File: config.mk
export PLATFORM = sky130hd
export DESIGN_NAME = pkt_bufid_scheduler
export DESIGN_NICKNAME = d
export VERILOG_FILES = /design/src/rtl/pkt_bufid_scheduler.sv
export SDC_FILE = /design/constraint.sdc
export NUM_CORES = 1
export LEC_CHECK = 0
export BUFFER_PORTS_ARGS = -buffer_cell sky130_fd_sc_hd__buf_2
export CAP_MARGIN = 10
export CORE_MARGIN = 10
export CORE_UTILIZATION = 57
export CTS_BUF_LIST = sky130_fd_sc_hd__clkbuf_4 sky130_fd_sc_hd__clkbuf_8
export CTS_CLUSTER_SIZE = 16
export DETAILED_ROUTE_END_ITERATION = 10
export PLACE_DENSITY_LB_ADDON = 0.05
export SLEW_MARGIN = 40
export SYNTH_ARGS = -nofsm -noshare
export SYNTH_HDL_FRONTEND = slang
export SYNTH_SLANG_ARGS = --single-unit
File: constraint.sdc
create_clock -name clk_sys -period 5.2 [get_ports clk_sys]
set_input_delay 1.3 -clock clk_sys [delete_from_list [all_inputs] [get_ports clk_sys]]
set_output_delay 1.3 -clock clk_sys [all_outputs]
set_load 0.005 [all_outputs]
File: src/rtl/pkt_bufid_scheduler.sv
`default_nettype none
// ============================================================================
//  Module   : pkt_bufid_scheduler
//  Purpose  : Hands free buffer IDs from a shared free-bufid FIFO out to four
//             frame-parser ports. Each port raises a one-cycle refill request;
//             requests are remembered in a pending vector and served one at a
//             time in round-robin order. Every grant reads one bufid from the
//             FIFO, presents it on a shared bus with a one-hot write strobe,
//             and holds it until the granted port acknowledges.
//  Revision : 1.0 - initial release
// ----------------------------------------------------------------------------
//  Parameters
//    MIN_FREE                    minimum FIFO fill level needed to start a fetch
//  Ports
//    clk_sys                     system clock, all state on rising edge
//    reset_n                     asynchronous active-low reset
//    iv_free_bufid_fifo_rdusedw  free-bufid FIFO fill level
//    o_free_bufid_fifo_rdreq     FIFO read request, one-cycle pulse
//    iv_free_bufid               FIFO read data, valid one cycle after rdreq
//    iv_bufid_req                per-port refill request pulses
//    o_pkt_bufid_wr              one-hot bufid write strobe, one bit per port
//    ov_pkt_bufid                bufid bus shared by all ports
//    i_pkt_bufid_ack             per-port acknowledge
//    ov_alloc_cnt                count of completed allocations (wraps)
//    ov_bufid_sched_state        current FSM state encoding
// ============================================================================
module pkt_bufid_scheduler #(
  parameter logic [8:0] MIN_FREE = 9'd1
) (
  input  logic        clk_sys,
  input  logic        reset_n,
  input  logic [8:0]  iv_free_bufid_fifo_rdusedw,
  output logic        o_free_bufid_fifo_rdreq,
  input  logic [8:0]  iv_free_bufid,
  input  logic [3:0]  iv_bufid_req,
  output logic [3:0]  o_pkt_bufid_wr,
  output logic [8:0]  ov_pkt_bufid,
  input  logic [3:0]  i_pkt_bufid_ack,
  output logic [15:0] ov_alloc_cnt,
  output logic [1:0]  ov_bufid_sched_state
);

  typedef enum logic [1:0] {
    IDLE = 2'd0,
    READ = 2'd1,
    WAIT = 2'd2,
    SEND = 2'd3
  } state_t;

  // Every port needs a first bufid after reset, so all start pending.
  localparam logic [3:0] c_pending_rst = 4'b1111;

  state_t      r_state;
  logic        r_rdreq;
  logic [3:0]  r_wr;
  logic [8:0]  r_bufid;
  logic [15:0] r_alloc_cnt;
  logic [1:0]  r_rr_ptr;
  logic [1:0]  r_grant;
  logic [3:0]  r_pending;

  logic [1:0]  w_search_idx;
  logic [1:0]  w_grant;
  logic        w_grant_valid;
  logic        w_start;
  logic        w_ack_accept;
  logic [3:0]  w_grant_onehot;
  logic [3:0]  w_pending_clr;
  logic [3:0]  w_pending_nxt;

  // --------------------------------------------------------------------------
  // Round-robin search: first pending port at or after r_rr_ptr, wrapping.
  // --------------------------------------------------------------------------
  always_comb begin
    w_search_idx  = r_rr_ptr;
    w_grant       = r_rr_ptr;
    w_grant_valid = 1'b0;
    for (int i = 0; i < 4; i++) begin
      w_search_idx = r_rr_ptr + 2'(i);
      if (!w_grant_valid && r_pending[w_search_idx]) begin
        w_grant       = w_search_idx;
        w_grant_valid = 1'b1;
      end
    end
  end

  // A fetch only starts when the FIFO holds enough entries; once started,
  // a falling fill level no longer matters because the read is committed.
  assign w_start = (r_state == IDLE) && w_grant_valid &&
                   (iv_free_bufid_fifo_rdusedw >= MIN_FREE);

  assign w_grant_onehot = 4'b0001 << r_grant;

  // Only the granted port's ack, and only while presenting, completes a grant.
  assign w_ack_accept  = (r_state == SEND) && i_pkt_bufid_ack[r_grant];
  assign w_pending_clr = w_ack_accept ? w_grant_onehot : 4'b0000;

  // A new request in the same cycle as the ack wins, so the port is
  // re-queued rather than losing its request.
  assign w_pending_nxt = (r_pending & ~w_pending_clr) | iv_bufid_req;

  always_ff @(posedge clk_sys or negedge reset_n) begin
    if (!reset_n) begin
      r_pending <= c_pending_rst;
    end else begin
      r_pending <= w_pending_nxt;
    end
  end

  // --------------------------------------------------------------------------
  // Grant FSM. All outputs are registered so they change only on clock
  // edges (or on reset): rdreq is high for the whole READ cycle, the strobe
  // is high for every SEND cycle.
  // --------------------------------------------------------------------------
  always_ff @(posedge clk_sys or negedge reset_n) begin
    if (!reset_n) begin
      r_state     <= IDLE;
      r_rdreq     <= 1'b0;
      r_wr        <= 4'b0000;
      r_bufid     <= 9'd0;
      r_alloc_cnt <= 16'd0;
      r_rr_ptr    <= 2'd0;
      r_grant     <= 2'd0;
    end else begin
      case (r_state)
        IDLE: begin
          if (w_start) begin
            r_grant <= w_grant;
            r_rdreq <= 1'b1;
            r_state <= READ;
          end
        end
        READ: begin
          r_rdreq <= 1'b0;
          r_state <= WAIT;
        end
        WAIT: begin
          // FIFO data is valid in the cycle after the read request.
          r_bufid <= iv_free_bufid;
          r_wr    <= w_grant_onehot;
          r_state <= SEND;
        end
        SEND: begin
          if (w_ack_accept) begin
            r_wr        <= 4'b0000;
            r_alloc_cnt <= r_alloc_cnt + 16'd1;
            r_rr_ptr    <= r_grant + 2'd1;
            r_state     <= IDLE;
          end
        end
        default: begin
          r_state <= IDLE;
        end
      endcase
    end
  end

  assign o_free_bufid_fifo_rdreq = r_rdreq;
  assign o_pkt_bufid_wr          = r_wr;
  assign ov_pkt_bufid            = r_bufid;
  assign ov_alloc_cnt            = r_alloc_cnt;
  assign ov_bufid_sched_state    = r_state;

endmodule
`default_nettype wire

### After elaboration in Yosys (flattened, before gate mapping)

Cells that the tools add are included.

| operators by class | value |
|---|---|
| add/sub/neg operators | 5 |
| $lt $le $gt $ge | 6 |
| equality and inequality tests | 5 |
| shifts and indexed selects | 1 |
| multiplexer cells | 25 |
| bitwise gates (word level) | 3 |
| reductions and logical operators | 17 |

Operators by type and width:

| kind | number |
|---|---|
| 16-bit by 1-bit adder with 16-bit output, second input constant | 1 |
| 2-bit by 3-bit < comparator with 1-bit output, second input constant | 5 |
| 1-bit binary-select mux with 2-bit select | 5 |
| 1-bit 2-to-1 mux | 10 |
| 2-bit 2-to-1 mux | 5 |
| 2-bit AND reduction | 5 |
| 9-bit by 1-bit >= comparator with 1-bit output, second input constant | 1 |
| 4-bit 2-to-1 mux | 2 |
| 2-bit case mux with 4 select lines | 1 |
| 4-bit case mux with 2 select lines | 1 |
| 1-bit logical AND | 6 |
| 2-bit by 1-bit adder with 2-bit output, second input constant | 2 |
| 2-bit adder, second input constant | 2 |
| 4-bit bitwise AND | 1 |
| 2-bit equality test, second input constant | 2 |
| 2-bit != test, second input constant | 2 |
| 4-bit inverter | 1 |
| 4-bit OR | 1 |
| 2-bit nonzero test | 2 |
| 1-bit by 2-bit << shifter with 4-bit output, first input constant | 1 |
| 1-bit logical NOT | 3 |
| 2-bit by 1-bit equality test with 1-bit output, second input constant | 1 |
| 2-bit logical NOT | 1 |
| 1-bit case mux with 2 select lines | 1 |

| word-level totals | value |
|---|---|
| register bits | 40 |
| input port bits | 28 |
| output and inout port bits | 32 |
| word-level logic and storage cells | 70 |

### Longest topological paths before layout

Gate-level depths: netlist (run 1).

| depth | value |
|---|---|
| depth after elaboration | 16 |
| depth in mapped cells | 6 |

### Worst setup path before layout (run 1)

OpenSTA, ideal clock, no wires.

| path | value |
|---|---|
| kind | input to register |
| from | in i_pkt_bufid_ack[3] |
| to | reg r_state[1] (netlist: ov_bufid_sched_state[1]) |
| setup time | 0.125 ns |
| arrival | 2.231 ns |
| data required time | 5.075 ns |
| slack | 2.844 ns |
| stages on the path | 4 |
| path through | mux2i_1 > a22o_1 > nor3_2 > mux2_4 |

| on the way | value |
|---|---|
| cells in the longest elaborated chain, start to end | 5 |

RTL lines:

| element | line | text |
|---|---|---|
| start: declaration | 38 | `input logic [3:0] i_pkt_bufid_ack,` |
| 1-bit binary-select mux with 2-bit select | 95 | `assign w_ack_accept = (r_state == SEND) && i_pkt_bufid_ack[r_grant];` |
| 1-bit 2-to-1 mux (implied by the code) | 95 |  |
| 1-bit logical AND | 95 |  |
| 2-bit != test (no line) | n/a |  |
| 2-bit AND reduction (no line) | n/a |  |
| end signal: assignment | 117 | `r_state <= IDLE;` |
| end signal: assignment | 130 | `r_state <= READ;` |
| end signal: assignment | 135 | `r_state <= WAIT;` |
| end: declaration | 53 | `state_t r_state;` |

No other way between the ends. The select of a mux whose other input is x is not followed.
A chain may end at the register's enable or synchronous reset.

### Final worst setup path (run 1)

| path | value |
|---|---|
| from | reg r_alloc_cnt[0] (netlist: ov_alloc_cnt[0]) |
| to | out ov_alloc_cnt[0] |

RTL lines:

| element | line | text |
|---|---|---|
| start: declaration | 57 | `logic [15:0] r_alloc_cnt;` |
| start signal: assignment | 146 | `r_alloc_cnt <= r_alloc_cnt + 16'd1;` |
| end: declaration | 39 | `output logic [15:0] ov_alloc_cnt,` |

No word-level cell between the ends.

==> flow_summary.toml, run 1 <==
[floorplanning]
coreArea_sq_um = 3337
die_x_um = 78.69
die_y_um = 78.69
ios = 60
die-area_sq_um = 6191
rows = 21
start_util_pct = 58.83

[final_layout]
ff_latch_area_sq_um = 1006
design_area_sq_um = 2384
fillers = 274
num_antenna_cells = 0
area_delta_synth_final_pct = 21.42
drive_gt1_share_pct = 36.51
nets = 277
multi_input_comb_area_sq_um = 912.1
layout.cells.non_filler = 287

[logic_synthesis]
synth_cells = 176
yosysTopAreaCell = "dfrtp_1"
synth_commonest_cells = "dfrtp_1 (36), nand2_1 (21), xnor2_1 (14)"
yosysWarnings = 0
synth_ff_type = "dfrtp_1"
yosysMostFrequentCell = "dfrtp_1"
yosysSeqAreaShare_pct = 51.24
ys_top_cells_by_area = "dfrtp_1 (46%), xnor2_1 (6.2%), ha_1 (5.7%)"
yosys_register_bits = 40
ys_types = 38
synth-edff-count = 0
netlist_area_sq_um = 1963
synth_top_area_share_pct = 45.89
syn_nets = 213
syn_avg_cell_area_sq_um = 11.15
async_flop_share_pct = 100.0

[clocking]
insertion_delay_ns = 0.35
cts_resized = 0
clock-sinks = 40
cts_root_buf = "clkbuf_4"
htreeDepth = 2
clk_pin_slew_ns = 0.12
cts_hold_buf = 0
cts_buffer_depth = 2
cts_setup_buffers = 0
cts_buffers = 5
cts_tree = "yes"

[timing]
finalCritPeriodShare_pct = 43.38
hold_slack_ns = 0.4762
setup_viol = 0
rsz0062_at_grt = "no"
slew_viol_final = 0
timing.setup.tns_ns = 0
clock.fmax_mhz = 443.4
worst_pin_slew_ns = 0.4857
maxSlewHeadroom_pct = 66.69
fin_crit_ns = 2.256
fin_skew_ns = 0.009463
hold_viol_final = 0

[route]
drc = 0
ant_nets = 0
dr.pass1.iters = 4
drt-initial-drc-count = 56
wire_per_inst_um = 15.37
wirelength_um = 4411
vias_per_cell = 5.286
via_count = 1517

[critical_path]
cpLargestDelayFamily = "flip-flops"
cp-start-kind = "register"
r2r-start = "ov_bufid_sched_state[1]$_DFFE_PN0P_"
cp_slowest_stage_delay_ns = 0.45
critPathLaunch = "ov_alloc_cnt[0]$_DFFE_PN0P_"
crit_chain = "buf_2"
cp_num_buf_inv = 1
end_kind = "output port"
cp_slowest_cell = "dfrtp_1"
critPathKind = "register to output port"
worst-path-max-fanout = 5
worst_ep_required_time_ns = 3.90
rrSetupSlack_ns = 3.37
cp.arrival_ns = 0.96

[power_and_ir_drop]
power_density_nw_per_um2 = 494.8
leakagePower_nw = 1.136
ir_drop_uv = 364.1

[global_routing]
grt_max_degree = 41
grt_usage_pct = 14.52
antenna_found_initial = 0
grt_pass1_wl_um = 7307
first_global_vias = 1634
gr-total-overflow = 0

[hold_path]
min_path_type = "register to register"
hp-start = "ov_alloc_cnt[15]$_DFFE_PN0P_"

[placement]
port_buffers = 59
placed_cell_area_sq_um = 2303
gp_congestion = 0.7844
dp_hpwl_um = 3459
dp.cells = 279

[outcome]
run_status = "complete, no violations"

[flow_run]
max_cap_viol_count = 0
==> power by group <==
part	leakage [nW]	internal, mW	switching, mW
registers	0.497	0.417	0.0976
clock network	0.0456	0.106	0.101
logic	0.594	0.237	0.222
==> metal layers <==
| metal | part of all wire, % | GRT usage [%] | vias to the layer above |
|---|---|---|---|
| met3 | 5.6 | 4.100 | 8 |
| met1 | 40 | 15.44 | 731 |
| li1 | - | - | 742 |
| met2 | 53 | 26.40 | 36 |
| met4 | 1.9 | 5.735 | 0 |
| met5 | 0 | 0 | - |
==> final cells by class <==
| class | count | share of cell area (%) |
|---|---|---|
| clock buffer | 6 | 1.890 |
| sequential | 40 | 42.20 |
| tap | 46 | 2.415 |
| timing repair buffer | 59 | 12.49 |
| inverter | 8 | 1.260 |
| multi-input combinational | 126 | 38.27 |
| clock inverter | 2 | 1.470 |
==> sequential cells by signal, summed over array words and instances, names as in the netlist <==
| name | count |
|---|---|
| r_pending | 4 |
| ov_pkt_bufid | 9 |
| o_free_bufid_fifo_rdreq | 1 |
| ov_bufid_sched_state | 2 |
| r_grant | 2 |
| o_pkt_bufid_wr | 4 |
| ov_alloc_cnt | 16 |
| r_rr_ptr | 2 |
==> cells by family after synthesis <==
group                      Yosys count  share of synthesized area (%)
AOI/OAI and AO/OA                   25                          9.306
xor gates and xnor gates            15                          6.692
adders and majority gates            9                          5.736
buffers and inverters               10                          2.294
DFF                                 40                          51.24
muxes                               15                          8.540
and+or+nand+nor                     62                          16.19
==> cell usage in the layout, fill, tap and decap left out, types with 6 or more instances in the layout <==
cell type / count
xnor2_1: 14
buf_2: 58
inv_1: 8
o21ai_0: 8
nor2_1: 7
nand2_1: 21
mux2_2: 10
ha_1: 9
nand3_1: 10
dfrtp_1: 36
clkbuf_4: 6
==> stage by stage <==
stage / utilization [%] / setup slack, ns / total power, mW
floorplan: - / 2.844 / 0.8145
finish: 71.43 / 2.944 / 1.179
detailed placement: 69.03 / 2.641 / 0.9855
CTS: 71.43 / 2.929 / 1.193
global placement: 68.95 / 2.682 / 0.9561
global route: 71.43 / 2.889 / 1.270
==> final timing paths <==
| path | endpoint | cells past startpoint |
|---|---|---|
| worst max-delay path | ov_alloc_cnt[0] | 1 |
| worst min-delay path | ov_alloc_cnt[15]$_DFFE_PN0P_ | 1 |
| worst max register to register | ov_bufid_sched_state[1]$_DFFE_PN0P_ | 5 |
| worst min register to register | ov_alloc_cnt[15]$_DFFE_PN0P_ | 1 |
| max in group asynchronous | r_pending[0]$_DFF_PN1_ | 1 |
| min in group asynchronous | ov_bufid_sched_state[1]$_DFFE_PN0P_ | 1 |
Note: power is estimated with default switching activity, not from simulation.
==> inputs of run 2 (changes only) <==
- CORE_UTILIZATION: 57 -> 53
- clock period: 5.2 -> 2.3 ns (I/O delays scaled with it)
==> run 2 against run 1 <==
Sequential share of layout area fell by 0.33 points. Total power rose by 130%. Clock power rose by 140%. Core utilization fell by 5.3 points. Critical path depth rose by 4. Non-clock buffer count did not move. Critical path type is now register to register. Highest routed layer unchanged.
==> flow_summary.toml, run 2 (synthesized netlist as in run 1, its figures left out) <==
[outcome]
run_status = "complete, no violations"

[timing]
setup_viol = 0
worst_pin_slew_ns = 0.5316
setup_ws_ns = 0.4490
finalCritPeriodShare_pct = 80.48
maxSlewHeadroom_pct = 63.54
timing.setup.tns_ns = 0
rsz0062_at_grt = "no"
fin_crit_ns = 1.851
fin_skew_ns = 0.004964
clock.fmax_mhz = 540.3
slew_viol_final = 0
hold_viol_final = 0

[clocking]
cts_resized = 0
insertion_delay_ns = 0.29
cts_buffers = 5
htreeDepth = 2
cts_root_buf = "clkbuf_8"
clk_pin_slew_ns = 0.08
cts_tree = "yes"
clock-sinks = 40
cts_buffer_depth = 2
cts_setup_buffers = 0
cts_hold_buf = 0

[route]
via_count = 1524
drt-initial-drc-count = 84
dr.pass1.iters = 4
wirelength_um = 4632
ant_nets = 0
vias_per_cell = 5.292
wire_per_inst_um = 16.08
drc = 0

[critical_path]
crit_chain = "ha_1 > and2_1 > a22o_1 > nor3_2 > mux2_4"
cpLargestDelayFamily = "flip-flops"
cp_slowest_stage_delay_ns = 0.44
cp_slowest_cell = "dfrtp_1"
cp.arrival_ns = 2.03
end_kind = "register"
critPathKind = "register to register"
cp_num_buf_inv = 0
cp-start-kind = "register"
worst-path-max-fanout = 8
worst_ep_required_time_ns = 2.48

[global_routing]
gr-total-overflow = 0
antenna_found_initial = 0
grt_pass1_wl_um = 7693
first_global_vias = 1629
grt_max_degree = 41
grt_usage_pct = 14.87

[final_layout]
area_delta_synth_final_pct = 22.37
drive_gt1_share_pct = 36.25
fin_util_pct = 66.12
final_cell_mix = "buf_2 (58), dfrtp_1 (36), nand2_1 (21), xnor2_1 (14)"
largest_reg_flops = 16
nets = 277
num_antenna_cells = 0
layout_commonest_cell = "buf_2"

[power_and_ir_drop]
pwr-share-comb_pct = 38.3
p_int_mw = 1.749
leakagePower_nw = 1.141
power_frac_seq_pct = 43.3
p_switching_mw = 0.9741
clkPwrFrac_pct = 18.4
switching_share_pct = 35.78
ir_drop_uv = 787.0
power_density_nw_per_um2 = 1133

[placement]
port_buffers = 59
pre_cts_slack_ns = 0.4189
dp_hpwl_um = 3529
gp_congestion = 0.8319

[floorplanning]
die_x_um = 80.86
start_util_pct = 54.03
ios = 60
die-area_sq_um = 6538
die_y_um = 80.86
rows = 22
coreArea_sq_um = 3633

[hold_path]
min_path_type = "primary input to asynchronous set/reset pin"

[flow_run]
max_cap_viol_count = 0
## run 2: per-stage QoR
step	instances	area [sq um]	hold slack [ns]	total power, mW
after global placement	281	2303	0.4566	2.160
after floorplan	176	1963	0.2794	1.842
after CTS	288	2402	0.2631	2.751
after global routing	288	2402	0.2803	2.924
final	288	2402	0.2533	2.723
after detailed placement	281	2306	0.4609	2.239
## run 2: worst paths after layout
check | from | endpoint | slack (ns) | cells after the start
max in group asynchronous | reset_n | r_pending[3]$_DFF_PN1_ | 1.67 | 1
setup reg to reg | ov_bufid_sched_state[0]$_DFFE_PN0P_ | ov_bufid_sched_state[1]$_DFFE_PN0P_ | 0.45 | 5
hold reg to reg | ov_alloc_cnt[15]$_DFFE_PN0P_ | ov_alloc_cnt[15]$_DFFE_PN0P_ | 0.47 | 1
min in group clk_sys | iv_bufid_req[2] | r_pending[2]$_DFF_PN1_ | 0.46 | 2
setup / recovery | ov_bufid_sched_state[0]$_DFFE_PN0P_ | ov_bufid_sched_state[1]$_DFFE_PN0P_ | 0.45 | 5
hold / removal | reset_n | ov_bufid_sched_state[1]$_DFFE_PN0P_ | 0.25 | 1
## run 2: cell type report
| cell class | instances | area, sq um |
|---|---|---|
| flip-flops and latches | 40 | 1006 |
| fillers | 299 | 1231 |
| multi-input cells | 126 | 912.1 |
| well taps | 48 | 60.06 |
| repair buffers | 59 | 297.8 |
| clock buffers | 7 | 96.34 |
| inverters | 8 | 30.03 |
## run 2: per-layer routing
metal	vias to the layer above	global-route usage [%]	routed length, um
li1	738	-	-
met1	742	16.93	1933
met2	37	25.72	2341
met3	7	4.746	295
met4	0	5.190	61
met5	-	0	0
## run 2: worst reg2reg max path, cell delays in order, from the launching register on
cell	delay, ns
dfrtp_1	0.44
ha_1	0.31
and2_1	0.17
a22o_1	0.25
nor3_2	0.25
mux2_4	0.33
## run 2: power groups by stage
stage	clock [mW]	sequential [mW]	combinational (mW)
2_1_floorplan	0	1.16	0.682
3_3_place_gp	0	1.16	1.00
3_5_place_dp	0	1.18	1.06
4_1_cts	0.518	1.17	1.06
5_1_grt	0.542	1.21	1.17
6_report	0.501	1.18	1.04
